$ cat src/rtl/mandelbrot_seq_if.sv
// rtl/mandelbrot_seq_if.sv - point request, core drive and result signals of the Mandelbrot sequencer
interface mandelbrot_seq_if #(
  parameter int ITER_W = 8
);
  logic              in_valid;
  logic              in_ready;
  logic [31:0]       in_cr;
  logic [31:0]       in_ci;
  logic [ITER_W-1:0] in_max_iter;
  logic              acc_start;
  logic              acc_load_cr;
  logic              acc_load_ci;
  logic [7:0]        acc_data;
  logic              acc_unbounded;
  logic              out_valid;
  logic              out_ready;
  logic [ITER_W-1:0] out_iter;
  logic              out_escaped;

  modport slave (
    input  in_valid, in_cr, in_ci, in_max_iter, acc_unbounded, out_ready,
    output in_ready, acc_start, acc_load_cr, acc_load_ci, acc_data,
           out_valid, out_iter, out_escaped
  );

  modport master (
    output in_valid, in_cr, in_ci, in_max_iter, acc_unbounded, out_ready,
    input  in_ready, acc_start, acc_load_cr, acc_load_ci, acc_data,
           out_valid, out_iter, out_escaped
  );
endinterface

$ cat src/rtl/mandelbrot_seq.sv
// rtl/mandelbrot_seq.sv - loads one point into the Mandelbrot core byte-serially and counts its iterations
module mandelbrot_seq #(
  parameter int ITER_W = 8
) (
  input  logic clk,
  input  logic rst,
  mandelbrot_seq_if.slave bus
);

  typedef enum logic [2:0] {
    S_IDLE,
    S_LOAD_CR,
    S_LOAD_CI,
    S_START,
    S_RUN,
    S_DONE
  } state_t;

  state_t            state_q, state_d;
  logic [1:0]        idx_q, idx_d;
  logic [31:0]       cr_q, cr_d;
  logic [31:0]       ci_q, ci_d;
  logic [ITER_W-1:0] max_q, max_d;
  logic [ITER_W-1:0] count_q, count_d;
  logic [ITER_W-1:0] count_inc;
  logic              in_ready_q, in_ready_d;
  logic              out_valid_q, out_valid_d;
  logic [ITER_W-1:0] out_iter_q, out_iter_d;
  logic              out_escaped_q, out_escaped_d;
  logic              acc_start_q, acc_start_d;
  logic              acc_load_cr_q, acc_load_cr_d;
  logic              acc_load_ci_q, acc_load_ci_d;
  logic [7:0]        acc_data_q, acc_data_d;

  function automatic logic [7:0] byte_sel(input logic [31:0] w, input logic [1:0] k);
    logic [7:0] b;
    case (k)
      2'd0:    b = w[7:0];
      2'd1:    b = w[15:8];
      2'd2:    b = w[23:16];
      default: b = w[31:24];
    endcase
    return b;
  endfunction

  always_comb begin
    state_d       = state_q;
    idx_d         = idx_q;
    cr_d          = cr_q;
    ci_d          = ci_q;
    max_d         = max_q;
    count_d       = count_q;
    out_iter_d    = out_iter_q;
    out_escaped_d = out_escaped_q;
    count_inc     = count_q + ITER_W'(1);

    case (state_q)
      S_IDLE: begin
        if (bus.in_valid && in_ready_q) begin
          cr_d    = bus.in_cr;
          ci_d    = bus.in_ci;
          max_d   = bus.in_max_iter;
          idx_d   = 2'd0;
          state_d = S_LOAD_CR;
        end
      end
      S_LOAD_CR: begin
        idx_d = idx_q + 2'd1;
        if (idx_q == 2'd3) begin
          state_d = S_LOAD_CI;
        end
      end
      S_LOAD_CI: begin
        idx_d = idx_q + 2'd1;
        if (idx_q == 2'd3) begin
          state_d = S_START;
        end
      end
      S_START: begin
        count_d = '0;
        if (max_q == '0) begin
          state_d       = S_DONE;
          out_iter_d    = '0;
          out_escaped_d = 1'b0;
        end else begin
          state_d = S_RUN;
        end
      end
      S_RUN: begin
        // Escape wins over the limit when both land on the same cycle.
        if (bus.acc_unbounded) begin
          state_d       = S_DONE;
          out_iter_d    = count_q;
          out_escaped_d = 1'b1;
        end else if (count_inc == max_q) begin
          state_d       = S_DONE;
          out_iter_d    = max_q;
          out_escaped_d = 1'b0;
        end else begin
          count_d = count_inc;
        end
      end
      S_DONE: begin
        if (bus.out_ready) begin
          state_d = S_IDLE;
        end
      end
      default: state_d = S_IDLE;
    endcase

    // Outputs are decoded from the state being entered so they appear registered.
    in_ready_d    = (state_d == S_IDLE);
    out_valid_d   = (state_d == S_DONE);
    acc_start_d   = (state_d == S_START);
    acc_load_cr_d = (state_d == S_LOAD_CR) && (idx_d == 2'd3);
    acc_load_ci_d = (state_d == S_LOAD_CI) && (idx_d == 2'd3);
    acc_data_d    = 8'h00;
    if (state_d == S_LOAD_CR) begin
      acc_data_d = byte_sel(cr_d, idx_d);
    end else if (state_d == S_LOAD_CI) begin
      acc_data_d = byte_sel(ci_d, idx_d);
    end
  end

  always_ff @(posedge clk) begin
    if (rst) begin
      state_q       <= S_IDLE;
      idx_q         <= 2'd0;
      cr_q          <= '0;
      ci_q          <= '0;
      max_q         <= '0;
      count_q       <= '0;
      in_ready_q    <= 1'b1;
      out_valid_q   <= 1'b0;
      out_iter_q    <= '0;
      out_escaped_q <= 1'b0;
      acc_start_q   <= 1'b0;
      acc_load_cr_q <= 1'b0;
      acc_load_ci_q <= 1'b0;
      acc_data_q    <= 8'h00;
    end else begin
      state_q       <= state_d;
      idx_q         <= idx_d;
      cr_q          <= cr_d;
      ci_q          <= ci_d;
      max_q         <= max_d;
      count_q       <= count_d;
      in_ready_q    <= in_ready_d;
      out_valid_q   <= out_valid_d;
      out_iter_q    <= out_iter_d;
      out_escaped_q <= out_escaped_d;
      acc_start_q   <= acc_start_d;
      acc_load_cr_q <= acc_load_cr_d;
      acc_load_ci_q <= acc_load_ci_d;
      acc_data_q    <= acc_data_d;
    end
  end

  assign bus.in_ready    = in_ready_q;
  assign bus.out_valid   = out_valid_q;
  assign bus.out_iter    = out_iter_q;
  assign bus.out_escaped = out_escaped_q;
  assign bus.acc_start   = acc_start_q;
  assign bus.acc_load_cr = acc_load_cr_q;
  assign bus.acc_load_ci = acc_load_ci_q;
  assign bus.acc_data    = acc_data_q;

endmodule
$ cat src/flat_wrapper.sv
// flat-port wrapper written by rule: the top's interface ports become plain ports
module mandelbrot_seq_flat 
#(
  parameter int ITER_W = 8
)
  (clk, rst, bus_in_valid, bus_in_cr, bus_in_ci, bus_in_max_iter, bus_acc_unbounded, bus_out_ready, bus_in_ready, bus_acc_start, bus_acc_load_cr, bus_acc_load_ci, bus_acc_data, bus_out_valid, bus_out_iter, bus_out_escaped);
  mandelbrot_seq_if #(.ITER_W(ITER_W)) bus_i ();
  input  logic clk;
  input  logic rst;
  input wire logic [$bits(bus_i.in_valid)-1:0] bus_in_valid;
  input wire logic [$bits(bus_i.in_cr)-1:0] bus_in_cr;
  input wire logic [$bits(bus_i.in_ci)-1:0] bus_in_ci;
  input wire logic [$bits(bus_i.in_max_iter)-1:0] bus_in_max_iter;
  input wire logic [$bits(bus_i.acc_unbounded)-1:0] bus_acc_unbounded;
  input wire logic [$bits(bus_i.out_ready)-1:0] bus_out_ready;
  output wire logic [$bits(bus_i.in_ready)-1:0] bus_in_ready;
  output wire logic [$bits(bus_i.acc_start)-1:0] bus_acc_start;
  output wire logic [$bits(bus_i.acc_load_cr)-1:0] bus_acc_load_cr;
  output wire logic [$bits(bus_i.acc_load_ci)-1:0] bus_acc_load_ci;
  output wire logic [$bits(bus_i.acc_data)-1:0] bus_acc_data;
  output wire logic [$bits(bus_i.out_valid)-1:0] bus_out_valid;
  output wire logic [$bits(bus_i.out_iter)-1:0] bus_out_iter;
  output wire logic [$bits(bus_i.out_escaped)-1:0] bus_out_escaped;
  assign bus_i.in_valid = bus_in_valid;
  assign bus_i.in_cr = bus_in_cr;
  assign bus_i.in_ci = bus_in_ci;
  assign bus_i.in_max_iter = bus_in_max_iter;
  assign bus_i.acc_unbounded = bus_acc_unbounded;
  assign bus_i.out_ready = bus_out_ready;
  assign bus_in_ready = bus_i.in_ready;
  assign bus_acc_start = bus_i.acc_start;
  assign bus_acc_load_cr = bus_i.acc_load_cr;
  assign bus_acc_load_ci = bus_i.acc_load_ci;
  assign bus_acc_data = bus_i.acc_data;
  assign bus_out_valid = bus_i.out_valid;
  assign bus_out_iter = bus_i.out_iter;
  assign bus_out_escaped = bus_i.out_escaped;
  mandelbrot_seq #(.ITER_W(ITER_W)) u_core (.clk(clk), .rst(rst), .bus(bus_i));
endmodule
$ cat config.mk
export PLATFORM = sky130hd
export DESIGN_NAME = mandelbrot_seq_flat
export DESIGN_NICKNAME = d
export VERILOG_FILES = /design/src/rtl/mandelbrot_seq_if.sv /design/src/rtl/mandelbrot_seq.sv /design/src/flat_wrapper.sv
export SDC_FILE = /design/constraint.sdc
export NUM_CORES = 1
export LEC_CHECK = 0
export BUFFER_PORTS_ARGS = -buffer_cell sky130_fd_sc_hd__buf_4
export CORE_ASPECT_RATIO = 0.5
export CORE_MARGIN = 2
export CORE_UTILIZATION = 50
export CTS_CLUSTER_SIZE = 10
export DETAILED_ROUTE_END_ITERATION = 10
export MAX_ROUTING_LAYER = met4
export PLACE_DENSITY = 0.73
export SLEW_MARGIN = 25
export SYNTH_ARGS = -nofsm -noshare
export SYNTH_HDL_FRONTEND = slang
export SYNTH_SLANG_ARGS = --single-unit
$ cat constraint.sdc
create_clock -name clk -period 6.7 [get_ports clk]
set_input_delay 0.67 -clock clk [delete_from_list [all_inputs] [get_ports clk]]
set_output_delay 0.67 -clock clk [all_outputs]
set_load 0.01 [all_outputs]
# After elaboration in Yosys (flattened, before gate mapping)
# Index checks and enable logic that the tools add are counted.
# totals
regBits	107
input_bits	77
output_inout_bits	22
elab_cells	75
# op_classes
eq_ne	18
mux	29
addsub	2
reduce_logical	12
# op_table
operator	count
$mux 32	4
$mux 8	7
$pmux 8 s3	2
$pmux 8 s2	2
$mux 3	6
$pmux 3 s6	1
$eq 3x2->1 const B	4
$eq 3x3->1 const B	3
$add 8x1->8 const B	1
$eq 8x8->1	1
$logic_not 8->1	1
$eq 2x2->1 const B	3
$eq 3x1->1 const B	2
$logic_not 3->1	2
$reduce_and 3->1	2
$mux 1	4
$ne 2x2->1 const B	2
$pmux 2 s2	1
$logic_and 1x1->1	3
$ne 3x2->1 const B	1
$add 2x1->2 const B	1
$eq 2x1->1 const B	1
$logic_not 2->1	1
$mux 2	1
other kinds (5)	5

# Longest topological paths before layout
# Gate-level depths: netlist of run 1.
# logic_depth
depth_word	8
ltp_mapped	10
ltp_nobuf	7

# Worst setup path before layout of run 1
# Ideal clock, no wire load.
# synth_path
path_kind	input-to-reg
startpoint	input port bus_in_valid
endpoint	register u_core.acc_data_q[2] (netlist: u_core.bus.acc_data[2])
setup_ns	0.129
path_buffers	2
slack_ns	4.330
path_stages	8
t_arrival_ns	2.240
required_ns	6.571
cell_sequence	a211o_1 -> a21boi_2 -> or2_1 -> clkbuf_1 -> buf_2 -> mux4_2 -> a21boi_0 -> o21ai_0
# synth_between
elab_chain_cells	7
word_cells_on_any_way	18
classes_between	eq/ne: 4; mux: 12; reduce/logical: 2
# synth_rtl
element	line	text
from (decl)	flat_wrapper.sv:10	input wire logic [$bits(bus_i.in_valid)-1:0] bus_in_valid;
$logic_and 1x1->1 *	mandelbrot_seq.sv:59	if (bus.in_valid && in_ready_q) begin
$mux 2	mandelbrot_seq.sv:59	
$pmux 2 s2	mandelbrot_seq.sv:57	case (state_q)
$eq 2x2->1 (tied with other cells)	mandelbrot_seq.sv:37	case (k)
$pmux 8 s3	mandelbrot_seq.sv:37	
$mux 8	mandelbrot_seq.sv:120	end else if (state_d == S_LOAD_CI) begin
$mux 8 *	mandelbrot_seq.sv:118	if (state_d == S_LOAD_CR) begin
to (signal assigned)	mandelbrot_seq.sv:155	acc_data_q <= acc_data_d;
to (decl)	mandelbrot_seq.sv:33	logic [7:0] acc_data_q, acc_data_d;
# Mark *: on every way between the ends. The rest lies on a longest branch, timed or not.
# A chain may end at the register's enable or synchronous reset.

# Final worst setup path of run 1
# layout_path
startpoint	register u_core.state_q[0]
endpoint	register u_core.acc_data_q[7] (netlist: u_core.bus.acc_data[7])
# layout_between
elab_chain_cells	7
word_cells_on_any_way	26
classes_between	eq/ne: 9; mux: 14; reduce/logical: 3
# layout_rtl
element	line	text
from (decl)	mandelbrot_seq.sv:19	state_t state_q, state_d;
from (signal assigned)	mandelbrot_seq.sv:142	state_q <= state_d;
$eq 3x1->1 / $eq 3x2->1 (equally long branches)	mandelbrot_seq.sv:57	
$reduce_or 2->1 (no source line)	--	
$pmux 2 s2	mandelbrot_seq.sv:57	
$eq 2x2->1 (tied with other cells)	mandelbrot_seq.sv:37	
$pmux 8 s3	mandelbrot_seq.sv:37	
$mux 8	mandelbrot_seq.sv:120	
$mux 8 *	mandelbrot_seq.sv:118	
# Marks and branches as above.

==> results of run 1 <==
[final timing paths]
check,startpoint,end,slack (ps),cells past startpoint
hold reg to reg,u_core.ci_q[1]$_SDFF_PP0_,u_core.ci_q[1]$_SDFF_PP0_,450,2
hold / removal,u_core.ci_q[1]$_SDFF_PP0_,u_core.ci_q[1]$_SDFF_PP0_,450,2
setup reg to reg,u_core.state_q[0]$_SDFF_PP0_,u_core.bus.acc_data[7]$_SDFF_PP0_,3590,6
setup / recovery,u_core.state_q[0]$_SDFF_PP0_,u_core.bus.acc_data[7]$_SDFF_PP0_,3590,6
[worst max-delay path: cells and delay by family, from the launching register on]
family	cells	cell delay (ps)
AND/OR/NAND/NOR	3	1850
flip-flops	1	600
AO/OA/AOI/OAI	2	320
XOR/XNOR	1	190
[per-stage QoR]
| step | hold WS [ps] | utilization [%] | cells | power (mW) |
|---|---|---|---|---|
| 2_1_floorplan | 433 | - | 639 | 0.886 |
| 3_3_place_gp | 439 | 58.0 | 828 | 0.967 |
| 3_5_place_dp | 447 | 58.0 | 828 | 0.973 |
| 4_1_cts | 456 | 60.7 | 844 | 1.47 |
| 5_1_grt | 474 | 60.7 | 844 | 1.53 |
| 6_report | 455 | 60.7 | 844 | 1.46 |
[cells by family after synthesis]
kind of cell	after synthesis	synth area share [%]
flops	107	41.4
compound gates	172	21.9
xor+xnor	10	1.69
fa+ha+maj	2	0.483
buf+inv	65	5.27
mux	32	7.01
simple gates	251	22.2
[state kept, by name, indices dropped and copies added (netlist names)]
signal	cells
u_core.bus.out_valid	1
u_core.ci_q	32
u_core.state_q	3
u_core.bus.in_ready	1
u_core.bus.acc_load_ci	1
u_core.cr_q	32
u_core.idx_q	2
u_core.bus.acc_start	1
u_core.bus.out_escaped	1
u_core.bus.out_iter	8
u_core.count_q	8
u_core.max_q	8
u_core.bus.acc_load_cr	1
u_core.bus.acc_data	8
[layer usage]
metal / vias up / GRT usage [%] / wire length (um)
met1: 2332 / 34.4 / 6360
met3: 7 / 5.06 / 672
met5: - / - / 0
met4: 0 / 4.10 / 94
li1: 2396 / - / -
met2: 144 / 40.0 / 6490
[power breakdown]
group          internal (mW)  switching [mW]
sequential             0.676          0.0259
combinational          0.110           0.149
clock                  0.255           0.242
[area by class of cell]
type                    instances  area share [%]
multi-input cells             467            44.8
flip-flops and latches        107            34.8
repair buffers                101            12.3
clock buffers                   9            3.65
well taps                     140            2.84
clock inverters                 7           0.832
inverters                      13           0.792
[cells in the final DEF, fill, tap and decap left out, types with 5 or more instances in the layout]
master / count
clkbuf_16: 9
a21oi_1: 72
mux2i_1: 25
and3_1: 14
buf_4: 101
a211oi_1: 8
inv_1: 13
a31oi_1: 10
nor3_1: 7
or3_1: 5
dfxtp_1: 107
o32ai_1: 8
a2111oi_0: 11
or4_1: 7
nand3_1: 17
nor2_1: 33
o21ai_0: 19
nand2_1: 140
a311oi_1: 8
xnor2_1: 6
==> results.md, run 1 <==
* Site row count at 26
* Share of cells above drive strength 1 at 19.7%
* Yosys top cell area share at 41.4%
* First-pass iteration count of the detailed router at 4
* Status: finished clean
* Final Hold Vio Count at 0
* YS warnings at 0
* Final period util at 46.4%
* Sequential share of the synthesized area at 41.4%
* Sequential cell area at 0.00214 sq mm
* Peak fanout along the critical path at 23
* Final net count at 778
* Vias in the first global route at 4403
* Fillcell total at 963
* DR iter-0 viols at 412
* CTS tree: done
* H-tree depth at 3
* Most frequent cells after synthesis: 140 x nand2_1, 107 x dfxtp_1, 72 x a21oi_1
* Synth async-reset ratio at 0%
* GRT Residual Overflow at 0
* Crit-path cells: xnor2_1 > nor3b_2 > or2_1 > a31o_2 > a311oi_1 > or4_1
* Leak at 2.41 nW
* ANT nets after route at 0
* Post-synth EDFFs at 0
* Synthesized flop and latch total at 107
* Routed via count at 4879
* Worst setup margin at 3590 ps
* WL final at 13.6 mm
* # diodes at 0
* Least-Margin Pin Slew at 1030 ps
* Wire per inst at 16.1 um
* Post-synthesis cell count at 639
* Final setup vio count at 0
* Critical path class: reg -> reg
* Crit path time final at 3110 ps
* FMAX at 322 MHz
* VDD IR-drop max at 0.000124 V
* Clock Latency Late Sink at 350 ps
* Slew Limit Fails at 0
* First-pass GRT wire length at 22.3 mm
* Max Root-Sink Buffers at 2
* Die Height at 75.9 um
* Die area at 0.0112 sq mm
* Slowest cell on crit path: or2_1
* Starting Density at 51.0%
* Layout area overhead at 19.1%
* Post-CTS Setup Inserts at 0
* RD Place Congestion at 0.921
* Cell Area, Placed at 0.00589 sq mm
* CTS Buf Count at 9
* Hold Crit Class: reg -> reg
* Antenna violations before repair at 0
* Core area at 0.0101 sq mm
* Synth Flop Type: dfxtp_1
* IO buf count at 98
* Worst EP arrival at 3340 ps
* CTS root buf: clkbuf_16
* Distinct cells, synth at 64
* Worst slew margin at 31.4%
* Kind of end point of the critical path: register
* Setup TNS at 0 ps
* Clock-pin slew on the worst setup and hold paths at 70 ps
* Power per cell area at 237 mW/mm^2
* Post-Syn Area at 0.00517 sq mm
* RSZ-0062 raised after global routing: false
* CP max stage delay at 780 ps
* DR vias/cell at 5.78
* Top cell type by total area after synthesis: dfxtp_1
* Total track usage at 25.3%
* Final Instance Area at 0.00616 sq mm
* Clk sinks at 107
* Setup crit start kind: register
* Die W at 148 um
* Top-count cell post-synth: nand2_1
* Synth top area cells: dfxtp_1 41%, nand2_1 10%, a21oi_1 7.0%
* Largest net degree at the start of global routing at 99
* Syn nets at 718
* # Max-Cap Violations at 0
* DRC errors left at 0
* CP Data Required Time at 6930 ps
* Post-CTS sizing at 0
* CTS Hold Bufs at 0
* Post-DP HPWL at 9.23 mm
* Clk_skew at 8.98 ps
* Multi-input logic area at 0.00276 sq mm
* Placement Setup Slack at 3470 ps
* Mean Syn Cell Area at 8.10 sq um
* I/O Pins at 99
(Power assumes the default switching activity.)
==> inputs of run 2 (changes only) <==
--- a/config.mk
+++ b/config.mk
@@ -12,7 +12,7 @@
 export CTS_CLUSTER_SIZE = 10
 export DETAILED_ROUTE_END_ITERATION = 10
 export MAX_ROUTING_LAYER = met4
-export PLACE_DENSITY = 0.73
+export PLACE_DENSITY = 0.76
 export SLEW_MARGIN = 25
 export SYNTH_ARGS = -nofsm -noshare
 export SYNTH_HDL_FRONTEND = slang
==> constraint.sdc (replaced) <==
create_clock -name clk -period 2.83 [get_ports clk]
set_input_delay 0.283 -clock clk [delete_from_list [all_inputs] [get_ports clk]]
set_output_delay 0.283 -clock clk [all_outputs]
set_load 0.01 [all_outputs]
==> results.md, run 2 (synthesis gave the netlist of run 1 again) <==
* RD Place Congestion at 0.916 (-0.59%)
* # diodes at 0 (unchanged)
* Wire per inst at 15.8 um (-2.0%)
* IO buf count at 98 (unchanged)
* Slowest cell on crit path: a2111oi_0
* Core area at 0.0101 sq mm (unchanged)
* HP Start: bus_in_cr[20]
* Die W at 148 um (unchanged)
* VDD IR-drop max at 0.000305 V (+150%)
* Critical path class: reg -> reg
* Switching Power at 1.01 mW (+140%)
* Crit-path cells: buf_4 > and3b_1 > nand2_2 > buf_12 > a2111oi_0 > a311oi_1 > a31oi_1 > o221ai_1
* Worst setup startpoint: u_core.state_q[0]$_SDFF_PP0_
* CTS tree: done
* Leak at 2.51 nW (+4.3%)
* I/O Pins at 99 (unchanged)
* Crit path time final at 2600 ps (-503 ps)
* Routed via count at 4928 (+1.0%)
* Least-Margin Pin Slew at 777 ps (-252 ps)
* Antenna violations before repair at 0 (unchanged)
* Fillcell total at 937 (-2.7%)
* Vias in the first global route at 4612 (+4.7%)
* Worst setup margin at 225 ps (-3370 ps)
* WL final at 13.6 mm (+0.16%)
* DR vias/cell at 5.71 (-1.2%)
* Total track usage at 25.1% (-0.16 points)
* Share of cells above drive strength 1 at 22.1% (+2.4 points)
* Clock-pin slew on the worst setup and hold paths at 80 ps (about the same)
* Most frequent cells in the layout: 140 x nand2_1, 119 x buf_4, 107 x dfxtp_1
* Worst r2r src: u_core.state_q[0]$_SDFF_PP0_
* Clk sinks at 107 (unchanged)
* Starting Density at 51.0% (unchanged)
* CTS Buf Count at 9 (unchanged)
* First-pass iteration count of the detailed router at 5 (+1)
* Power per cell area at 559 mW/mm^2 (+140%)
* Kind of end point of the critical path: register
* Cell count after placement at 846 (+2.2%)
* Peak fanout along the critical path at 36 (+57%)
* Sequential Power Share at 46.6% (-1.5 points)
* Post-Layout Cell Count at 863 (+2.3%)
* Setup TNS at 0 ps (unchanged)
* Int Pwr at 2.53 mW (+140%)
* Layout area overhead at 22.5%
* FMAX at 384 MHz (+19%)
* RSZ-0062 raised after global routing: false
* Clock Latency Late Sink at 350 ps (about the same)
* CP max stage delay at 600 ps (-180 ps)
* First-pass GRT wire length at 22.2 mm (-0.56%)
* Final Hold Vio Count at 0 (unchanged)
* Clk_skew at 10.6 ps (+1.60 ps)
* Largest regs: u_core.ci_q x32, u_core.cr_q x32
* Worst slew margin at 48.2% (+17 points)
* GRT Residual Overflow at 0 (unchanged)
* DR iter-0 viols at 348 (-16%)
* Final period util at 92.0% (+46 points)
* Slew Limit Fails at 0 (unchanged)
* ANT nets after route at 0 (unchanged)
* Worst EP arrival at 2830 ps (-510 ps)
* Post-DP HPWL at 9.55 mm (+3.5%)
* Commonest non-fill, non-tap cell in the layout: nand2_1
* Placement Setup Slack at 157 ps (-3310 ps)
* CTS Hold Bufs at 0 (unchanged)
* # Max-Cap Violations at 0 (unchanged)
* Sw Ratio at 28.6% (about the same)
* Hold Crit Class: in -> reg
* Die area at 0.0112 sq mm (unchanged)
* Status: finished clean
* Logic pwr share at 18.6% (+0.8 points)
* Final setup vio count at 0 (unchanged)
* CP Data Required Time at 3050 ps (-3880 ps)
* Max Root-Sink Buffers at 2 (unchanged)
* CTS root buf: clkbuf_16
* Site row count at 26 (unchanged)
* DRC errors left at 0 (unchanged)
* Largest net degree at the start of global routing at 74 (-25%)
* Setup crit start kind: register
* Power share of the clock group at 34.8% (+0.7 points)
* Final net count at 797 (+2.4%)
* H-tree depth at 3 (unchanged)
* Die Height at 75.9 um (unchanged)
[run 2: cell count changes in the layout (fill, tap and decap cells not counted)]
cell      delta
clkbuf_8     +1
inv_6        +2
ha_2         +1
nor2_1       -1
nor2_2       +1
buf_12       +1
clkinv_2     -3
ha_1         -1
buf_4       +18
[run 2: metrics by stage]
step | power [mW] | cell area (sq um) | util [%] | hold WS (ps)
finish | 3.54 | 6340 | 62.5 | 171
global route | 3.70 | 6340 | 62.5 | 167
floorplan | 2.10 | 5170 | - | 419
detailed placement | 2.33 | 6030 | 59.4 | 448
CTS | 3.56 | 6330 | 62.3 | 161
global placement | 2.32 | 6030 | 59.4 | 439
[run 2: path summary, 6_finish.rpt]
kind | cells after the start | endpoint | slack (ps)
setup / recovery | 8 | u_core.bus.acc_data[5]$_SDFF_PP0_ | 230
hold / removal | 3 | u_core.cr_q[20]$_SDFF_PP0_ | 170
hold reg to reg | 2 | u_core.ci_q[24]$_SDFF_PP0_ | 460
setup reg to reg | 8 | u_core.bus.acc_data[5]$_SDFF_PP0_ | 230
[run 2: layout make-up]
type | count | area, sq um | share of cell area [%]
clock inverters | 6 | 53.8 | 0.849
flip-flops and latches | 107 | 2140 | 33.8
multi-input cells | 467 | 2770 | 43.6
repair buffers | 120 | 913 | 14.4
inverters | 13 | 48.8 | 0.770
clock buffers | 10 | 239 | 3.77
well taps | 140 | 175 | 2.76
[run 2: per-layer routing]
| layer | vias to the layer above | global-route usage, % | part of all wire [%] |
|---|---|---|---|
| met4 | 0 | 6.10 | 1.7 |
| met5 | - | - | 0 |
| met1 | 2314 | 31.9 | 44 |
| met3 | 19 | 5.54 | 6.3 |
| met2 | 165 | 41.2 | 48 |
| li1 | 2430 | - | - |
[run 2: critical path, delay by kind of cell (launching register included)]
| family | cells | cell delay [ps] |
|---|---|---|
| compound gates | 4 | 1020 |
| buf+inv | 2 | 430 |
| flops | 1 | 350 |
| simple gates | 2 | 670 |
[run 2: power groups by stage]
| stage | logic, mW | registers, mW | clock network, mW |
|---|---|---|---|
| floorplan | 0.422 | 1.68 | 0 |
| global placement | 0.640 | 1.68 | 0 |
| detailed placement | 0.650 | 1.68 | 0 |
| CTS | 0.656 | 1.65 | 1.26 |
| global route | 0.726 | 1.66 | 1.31 |
| finish | 0.658 | 1.65 | 1.23 |
[run 2: what timing repair did]
item,CTS,global route
gates resized for setup,0,1
setup endpoints to repair,0,12
setup buffers,0,1
==> inputs of run 3 (changes only) <==
==> constraint.sdc (replaced) <==
create_clock -name clk -period 2.83 [get_ports clk]
set_input_delay 0.566 -clock clk [delete_from_list [all_inputs] [get_ports clk]]
set_output_delay 0.566 -clock clk [all_outputs]
set_load 0.01 [all_outputs]
==> results.md, run 3 (synthesis gave the netlist of run 1 again) <==
* Hold Crit Class: reg -> reg
* ANT nets after route at 0 (unchanged)
* Crit path time final at 2630 ps (+20.5 ps)
* Post-Layout Cell Count at 863 (unchanged)
* Final design utilization at 62.7% (+0.22 points)
* FMAX at 381 MHz (-0.78%)
* Clock-pin slew on the worst setup and hold paths at 80 ps (about the same)
* Reg-to-Reg End: u_core.bus.acc_data[7]$_SDFF_PP0_
* Power per cell area at 572 mW/mm^2 (+2.4%)
* DRC errors left at 0 (unchanged)
* Leak at 2.52 nW (+0.67%)
* Max Root-Sink Buffers at 2 (unchanged)
* I/O Pins at 99 (unchanged)
* Worst EP arrival at 2850 ps (+20 ps)
* Worst hold stages at 2 (-1)
* Flop2flop setup slack at 200 ps (-20 ps)
* First-pass iteration count of the detailed router at 5 (unchanged)
* WL final at 13.5 mm (-0.90%)
* Final period util at 92.8% (+0.72 points)
* Slew Limit Fails at 0 (unchanged)
* Worst r2r src: u_core.state_q[1]$_SDFF_PP0_
* Critical path class: reg -> reg
* Clock Latency Late Sink at 350 ps (about the same)
* Commonest non-fill, non-tap cell in the layout: nand2_1
* Die area at 0.0112 sq mm (unchanged)
* CTS root buf: clkbuf_16
* CTS Buf Count at 9 (unchanged)
* Setup crit start kind: register
* GRT Residual Overflow at 0 (unchanged)
* Largest net degree at the start of global routing at 85 (+15%)
* Clk_skew at 8.38 ps (-2.19 ps)
* Clk sinks at 107 (unchanged)
* CTS Hold Bufs at 0 (unchanged)
* RSZ-0062 raised after global routing: false
* Die Height at 75.9 um (unchanged)
* DR iter-0 viols at 461 (+32%)
* Largest regs: u_core.ci_q x32, u_core.cr_q x32
* Most frequent cells in the layout: 140 x nand2_1, 119 x buf_4, 107 x dfxtp_1
* Peak fanout along the critical path at 22 (-39%)
* Cell count after placement at 847 (+0.12%)
* CP Data Required Time at 3060 ps (about the same)
* Status: finished clean
* Vias in the first global route at 4434 (-3.9%)
* Die W at 148 um (unchanged)
* Routed via count at 4872 (-1.1%)
* Post-DP HPWL at 9.51 mm (-0.50%)
* Total track usage at 24.9% (-0.28 points)
* Register-to-Register Path Depth at 6 (-2)
* VDD IR-drop max at 0.000320 V (+4.9%)
* Layout area overhead at 22.9%
* Starting Density at 51.0% (unchanged)
* Share of cells above drive strength 1 at 22.0% (-0.14 points)
* HP Start: u_core.cr_q[14]$_SDFF_PP0_
* Wire per inst at 15.7 um (-0.90%)
* Final net count at 797 (unchanged)
* Setup TNS at 0 ps (unchanged)
* Antenna violations before repair at 0 (unchanged)
* Worst hold endpoint: u_core.cr_q[14]$_SDFF_PP0_
* # diodes at 0 (unchanged)
* Least-Margin Pin Slew at 885 ps (+108 ps)
* Final Hold Vio Count at 0 (unchanged)
* Site row count at 26 (unchanged)
* RD Place Congestion at 0.976 (+6.6%)
* DR vias/cell at 5.65 (-1.1%)
* Core area at 0.0101 sq mm (unchanged)
* First-pass GRT wire length at 22.2 mm (-0.13%)
* # Max-Cap Violations at 0 (unchanged)
* Kind of end point of the critical path: register
* Final setup vio count at 0 (unchanged)
* Worst slew margin at 41.0% (-7.2 points)
* CTS tree: done
* IO buf count at 98 (unchanged)
* Fillcell total at 937 (unchanged)
* H-tree depth at 3 (unchanged)
* Total power draw at 3.64 mW (+2.8%)
-- run 3: cell types whose count changed in the layout (fill, tap and decap cells not counted), sizes merged --
cell      delta
bufinv       +1
clkbuf       -1
clkinv       +1
clkinvlp     -1
-- run 3: worst max-delay path by stage --
stage,end,start,slack [ps]
floorplan,u_core.bus.out_iter[0]$_SDFFE_PP0P_,u_core.count_q[1]$_SDFFE_PP0P_,540
global placement,u_core.bus.acc_data[2]$_SDFF_PP0_,bus_in_valid,290
CTS,u_core.bus.acc_data[7]$_SDFF_PP0_,u_core.state_q[1]$_SDFF_PP0_,240
detailed placement,u_core.bus.acc_data[2]$_SDFF_PP0_,bus_in_valid,240
global route,u_core.bus.acc_data[7]$_SDFF_PP0_,u_core.state_q[1]$_SDFF_PP0_,4
finish,u_core.bus.acc_data[7]$_SDFF_PP0_,u_core.state_q[1]$_SDFF_PP0_,200
-- run 3: power breakdown --
| group | internal, mW | total, mW | switching [mW] |
|---|---|---|---|
| sequential | 1.60 | 1.65 | 0.0549 |
| combinational | 0.290 | 0.655 | 0.365 |
| clock | 0.712 | 1.33 | 0.619 |
-- run 3: cell type report --
cell class | instances | area [sq um] | share of cell area [%]
Clock buffer | 9 | 225 | 3.54
Clock inverter | 7 | 92.6 | 1.46
Inverter | 13 | 48.8 | 0.767
Multi-Input combinational cell | 467 | 2760 | 43.5
Sequential cell | 107 | 2140 | 33.7
Tap cell | 140 | 175 | 2.75
Timing Repair Buffer | 120 | 913 | 14.4
-- run 3: metal layers --
| layer | part of all wire [%] | up-vias | routed length (um) | GRT usage [%] |
|---|---|---|---|---|
| li1 | - | 2438 | - | - |
| met1 | 47 | 2244 | 6320 | 34.4 |
| met2 | 45 | 172 | 6140 | 37.3 |
| met3 | 6.2 | 18 | 841 | 4.76 |
| met4 | 1.6 | 0 | 214 | 6.86 |
| met5 | 0 | - | 0 | - |
-- run 3: what timing repair did --
item,4_1_cts,5_1_grt
setup buffers,0,0
endpoints found under the setup margin,0,1
resized for setup,0,1
-- run 3: through the flow --
step | area, sq um | worst slack [ps] | hold WS, ps
after floorplan | 5170 | 541 | 433
after global placement | 6040 | 289 | 439
after detailed placement | 6040 | 241 | 449
after CTS | 6360 | 241 | 451
after global routing | 6360 | 3.82 | 447
final | 6360 | 205 | 458
-- run 3: critical path, cell delays in order (launching register included) --
cell and delay [ps]:
dfxtp_1 520, xnor2_1 230, or3_1 510, nand2_4 310
a211oi_2 330, a2111oi_1 80, or4_1 520
